File: src/rtl/seq_detect_param.sv
// seq_detect_param: serial N-bit pattern detector with loadable pattern, overlap mode and saturating match counter
module seq_detect_param #(
  parameter int N = 4,
  parameter logic [N-1:0] PATTERN = 4'b1011,
  parameter int OVERLAP = 1,
  parameter int CNT_W = 8
) (
  input  logic             clk,
  input  logic             clr,
  input  logic             en,
  input  logic             x,
  input  logic             pat_we,
  input  logic [N-1:0]     pat_in,
  output logic             z,
  output logic [CNT_W-1:0] match_cnt,
  output logic [N-1:0]     pattern
);
  localparam int FW = $clog2(N + 1);
  localparam logic [FW-1:0] FULL = FW'(N);
  logic [N-1:0] hist, pat, nhist;
  logic [FW-1:0] fill, nfill;
  logic hit;
  always_comb begin
    nhist = {hist[N-2:0], x};
    nfill = (fill == FULL) ? fill : fill + 1'b1;
    hit = (nfill == FULL) && (nhist == pat);
  end
  always_ff @(posedge clk) begin
    if (clr) begin
      hist <= '0;
      fill <= '0;
      pat <= PATTERN;
      match_cnt <= '0;
      z <= 1'b0;
    end else if (pat_we) begin
      hist <= '0;
      fill <= '0;
      pat <= pat_in;
      match_cnt <= '0;
      z <= 1'b0;
    end else if (en) begin
      hist <= nhist;
      fill <= (hit && OVERLAP == 0) ? '0 : nfill;
      match_cnt <= (hit && match_cnt != '1) ? match_cnt + 1'b1 : match_cnt;
      z <= hit;
    end else begin
      z <= 1'b0;
    end
  end
  assign pattern = pat;
endmodule

File: config.mk
export PLATFORM = sky130hd
export DESIGN_NAME = seq_detect_param
export DESIGN_NICKNAME = d
export VERILOG_FILES = /design/src/rtl/seq_detect_param.sv
export SDC_FILE = /design/constraint.sdc
export NUM_CORES = 1
export LEC_CHECK = 0
export CAP_MARGIN = 20
export CORE_MARGIN = 4
export CORE_UTILIZATION = 43
export CTS_CLUSTER_DIAMETER = 60
export DETAILED_ROUTE_END_ITERATION = 10
export PLACE_DENSITY = 0.73
export SYNTH_ARGS = -nofsm -noshare
export SYNTH_HDL_FRONTEND = slang
export SYNTH_SLANG_ARGS = --single-unit
File: constraint.sdc
create_clock -name clk -period 2.7 [get_ports clk]
set_clock_uncertainty 0.05 [all_clocks]
set_input_delay 0.81 -clock clk [delete_from_list [all_inputs] [get_ports clk]]
set_output_delay 0.81 -clock clk [all_outputs]
set_load 0.02 [all_outputs]
==> impl_metrics.yaml <==
min_path:
  hold_depth: 2
  hold_class: "reg -> reg"
  worst_hold_path.endpoint: "match_cnt[5]"
  hold_start: "match_cnt[5]"
yosys:
  synth_edf_count: 0
  synth.distinct_cells: 36
  yosys_warnings: 0
  avgSynthCellArea_um2: 8.82
  netlist_area_um2: 952
  ys_ff_latch: 19
  yosysSeqAreaShare_pct: 39.9
  synthCells: 108
  yosys.area.top_type_share_pct: 39.9
  synthArstFlopShare_pct: 0
  yosys.area.top_type: "dfxtp_1"
  synth_area_leaders: "dfxtp_1, mux2i_1, nor2_1, ha_1, nand2_1"
  synthFlopType: "dfxtp_1"
  syn_nets: 120
worst_setup_path:
  reg2reg_to: "match_cnt[7]"
  max_stage_delay_ps: 550
  worstReg2RegStart: "fill[0]"
  critPathCaptureType: "flop"
  crit_chain: "inv_1, ha_1, and3_4, nor4_2, or4b_4, or4_4, mux2i_1"
  worstSetupStartpoint: "fill[0]"
  critPathMaxFanout: 6
  worstPathArrival_ps: 2690
  critPathLaunchType: "flop"
  critical_path_class: "reg -> reg"
  critPathTopFamily: "simple AND/OR/NAND/NOR gates"
  reg2reg_depth: 7
  ff2ff_setup_slack_ps: 150
  cp_data_required_time_ps: 2840
  cp_slowest_cell: "or4_4"
  crit_buf_inv: 1
routing:
  drc: 0
  wl_mm: 2.10
  routedWlPerCell_um: 13.2
  drtPass1Iterations: 4
  antenna_left: 0
  num_vias: 865
  drtIter0Drc: 24
  viasPerCell: 5.44
timing:
  fmax_mhz: 393
  period_share_pct: 94.3
  rsz0062_at_grt: "false"
  slew_headroom_pct: 75.4
  report.final.slew_viol_count: 0
  hold_viol: 0
  worst_pin_slew_ps: 366
  setup_violations: 0
  hold_ws_ps: 477
  finalSetupTns_ps: 0
  finalWorstSetupSlack_ps: 155
  fin_crit_ps: 2550
finish:
  diodes: 0
  layout.nets: 145
  area_growth_pct: 30.1
  drive_above_1_share_pct: 9.85
  final_cells: 159
job:
  maxCapViolations: 0
global_route:
  grt-ovfl-total: 0
  grt_antenna_before_repair: 0
  grt_pass1_vias: 814
  grt_pass1_wl_mm: 3.50
  grt_max_degree: 14
  grtUsageTotal_pct: 16.0
placement:
  port_buffers: 21
  dp_hpwl_mm: 1.56
  placed_cells: 154
  finalWeightedCongestion: 0.819
  dpl_worst_slack_ps: -298
floorplanning:
  die-area_um2: 3030
  num_rows: 16
  core-area_um2: 2020
  die_h_um: 55.1
  die_x_um: 55.1
  io_pins: 22
  initial_core_util_pct: 47.1
power:
  power_w: 0.000496
  p_per_area_nw_per_um2: 401
  peakVddDrop_uv: 245
  p_leak_nw: 0.478
clocking:
  ctsLongestPathBuffers: 2
  hold_buffers: 0
  path_clk_slew_ps: 110
  htreeDepth: 1
  root_buffer: "clkbuf_4"
  cts_tree: "built"
  clock_latency_ps: 290
  numCtsBuffers: 3
  clock-sinks: 19
status:
  status: "complete, no violations"
[layout by cell type, fill, tap and decap left out, types with 2 or more instances in the layout]
cell type and instances:
clkdlybuf4s50_1 20, dfxtp_1 19, nor2_1 12, nand2_1 8
a21oi_1 5, mux2i_1 5, inv_1 4, and3_1 4
nor3_1 4, buf_4 4, nor2b_1 3, a211o_1 3
xor2_1 3, nand3_1 3, or3_1 3, ha_1 3
clkbuf_4 3, xnor2_1 2, a31oi_1 2, o41ai_1 2
o21ai_0 2
[logic make-up (layout without fill, tap and decap cells)]
logic type / Yosys count / after routing / share of synthesized area, %
simple gates: 46 / 46 / 26.8
mux: 5 / 5 / 5.26
compound gates: 21 / 21 / 15.8
xor+xnor: 5 / 5 / 4.60
buf+inv: 9 / 33 / 3.68
flops: 19 / 19 / 39.9
fa+ha+maj: 3 / 3 / 3.94
[flip-flops by register name, indices dropped and copies added (netlist names)]
register	cells
hist	3
pattern	4
z	1
match_cnt	8
fill	3
[layer usage]
layer	track usage [%]	vias up	part of all wire, %
met4	6.07	0	0.48
li1	-	441	-
met5	0	-	0
met2	26.6	31	46
met1	20.8	391	48
met3	2.41	2	5.2
[report_power, final]
part           total (W)  switching [W]  leakage, nW  internal (W)
Sequential      0.000292     0.00000594        0.154      0.000286
Clock           0.000143      0.0000858       0.0150     0.0000574
Combinational  0.0000614      0.0000280        0.309     0.0000333
[synthesized netlist by cell type (2+ instances only)]
cell and n:
a211o_1 3, a21oi_1 5, a31oi_1 2, and3_1 4, clkbuf_1 4, dfxtp_1 19
ha_1 3, inv_1 4, mux2i_1 5, nand2_1 8, nand3_1 3, nor2_1 12
nor2b_1 3, nor3_1 4, o21ai_0 2, o41ai_1 2, or3_1 3, xnor2_1 2
xor2_1 3
[area by class of cell]
type | instances | area [µm²]
inverters | 4 | 15.0
flip-flops and latches | 19 | 380
multi-input cells | 80 | 541
repair buffers | 25 | 243
well taps | 27 | 33.8
fillers | 178 | 783
clock buffers | 4 | 26.3
[worst reg2reg max path: stages, from the launching register on]
cell,delay [ps]
dfxtp_1,430
inv_1,80
ha_1,270
and3_4,210
nor4_2,230
or4b_4,500
or4_4,550
mux2i_1,130
[metrics by stage]
| step | utilization [%] | area, µm² |
|---|---|---|
| after global routing | 61.3 | 1240 |
| after detailed placement | 59.3 | 1200 |
| after global placement | 59.3 | 1200 |
| final | 61.3 | 1240 |
| after floorplan | - | 952 |
| after CTS | 60.6 | 1220 |
[worst max-delay path by stage]
stage | endpoint | cells after the start
floorplan | match_cnt[7] | 6
global placement | match_cnt[7] | 6
detailed placement | match_cnt[7] | 6
CTS | match_cnt[7] | 6
global route | match_cnt[7] | 7
finish | match_cnt[7] | 7
[repair_timing]
| action | in CTS | in global routing |
|---|---|---|
| buffers inserted | 0 | 1 |
| endpoints found under the hold margin | 0 | 0 |
| resized for setup | 0 | 3 |
| endpoints found under the setup margin | 0 | 4 |
Power figures use the tool's default switching activity.
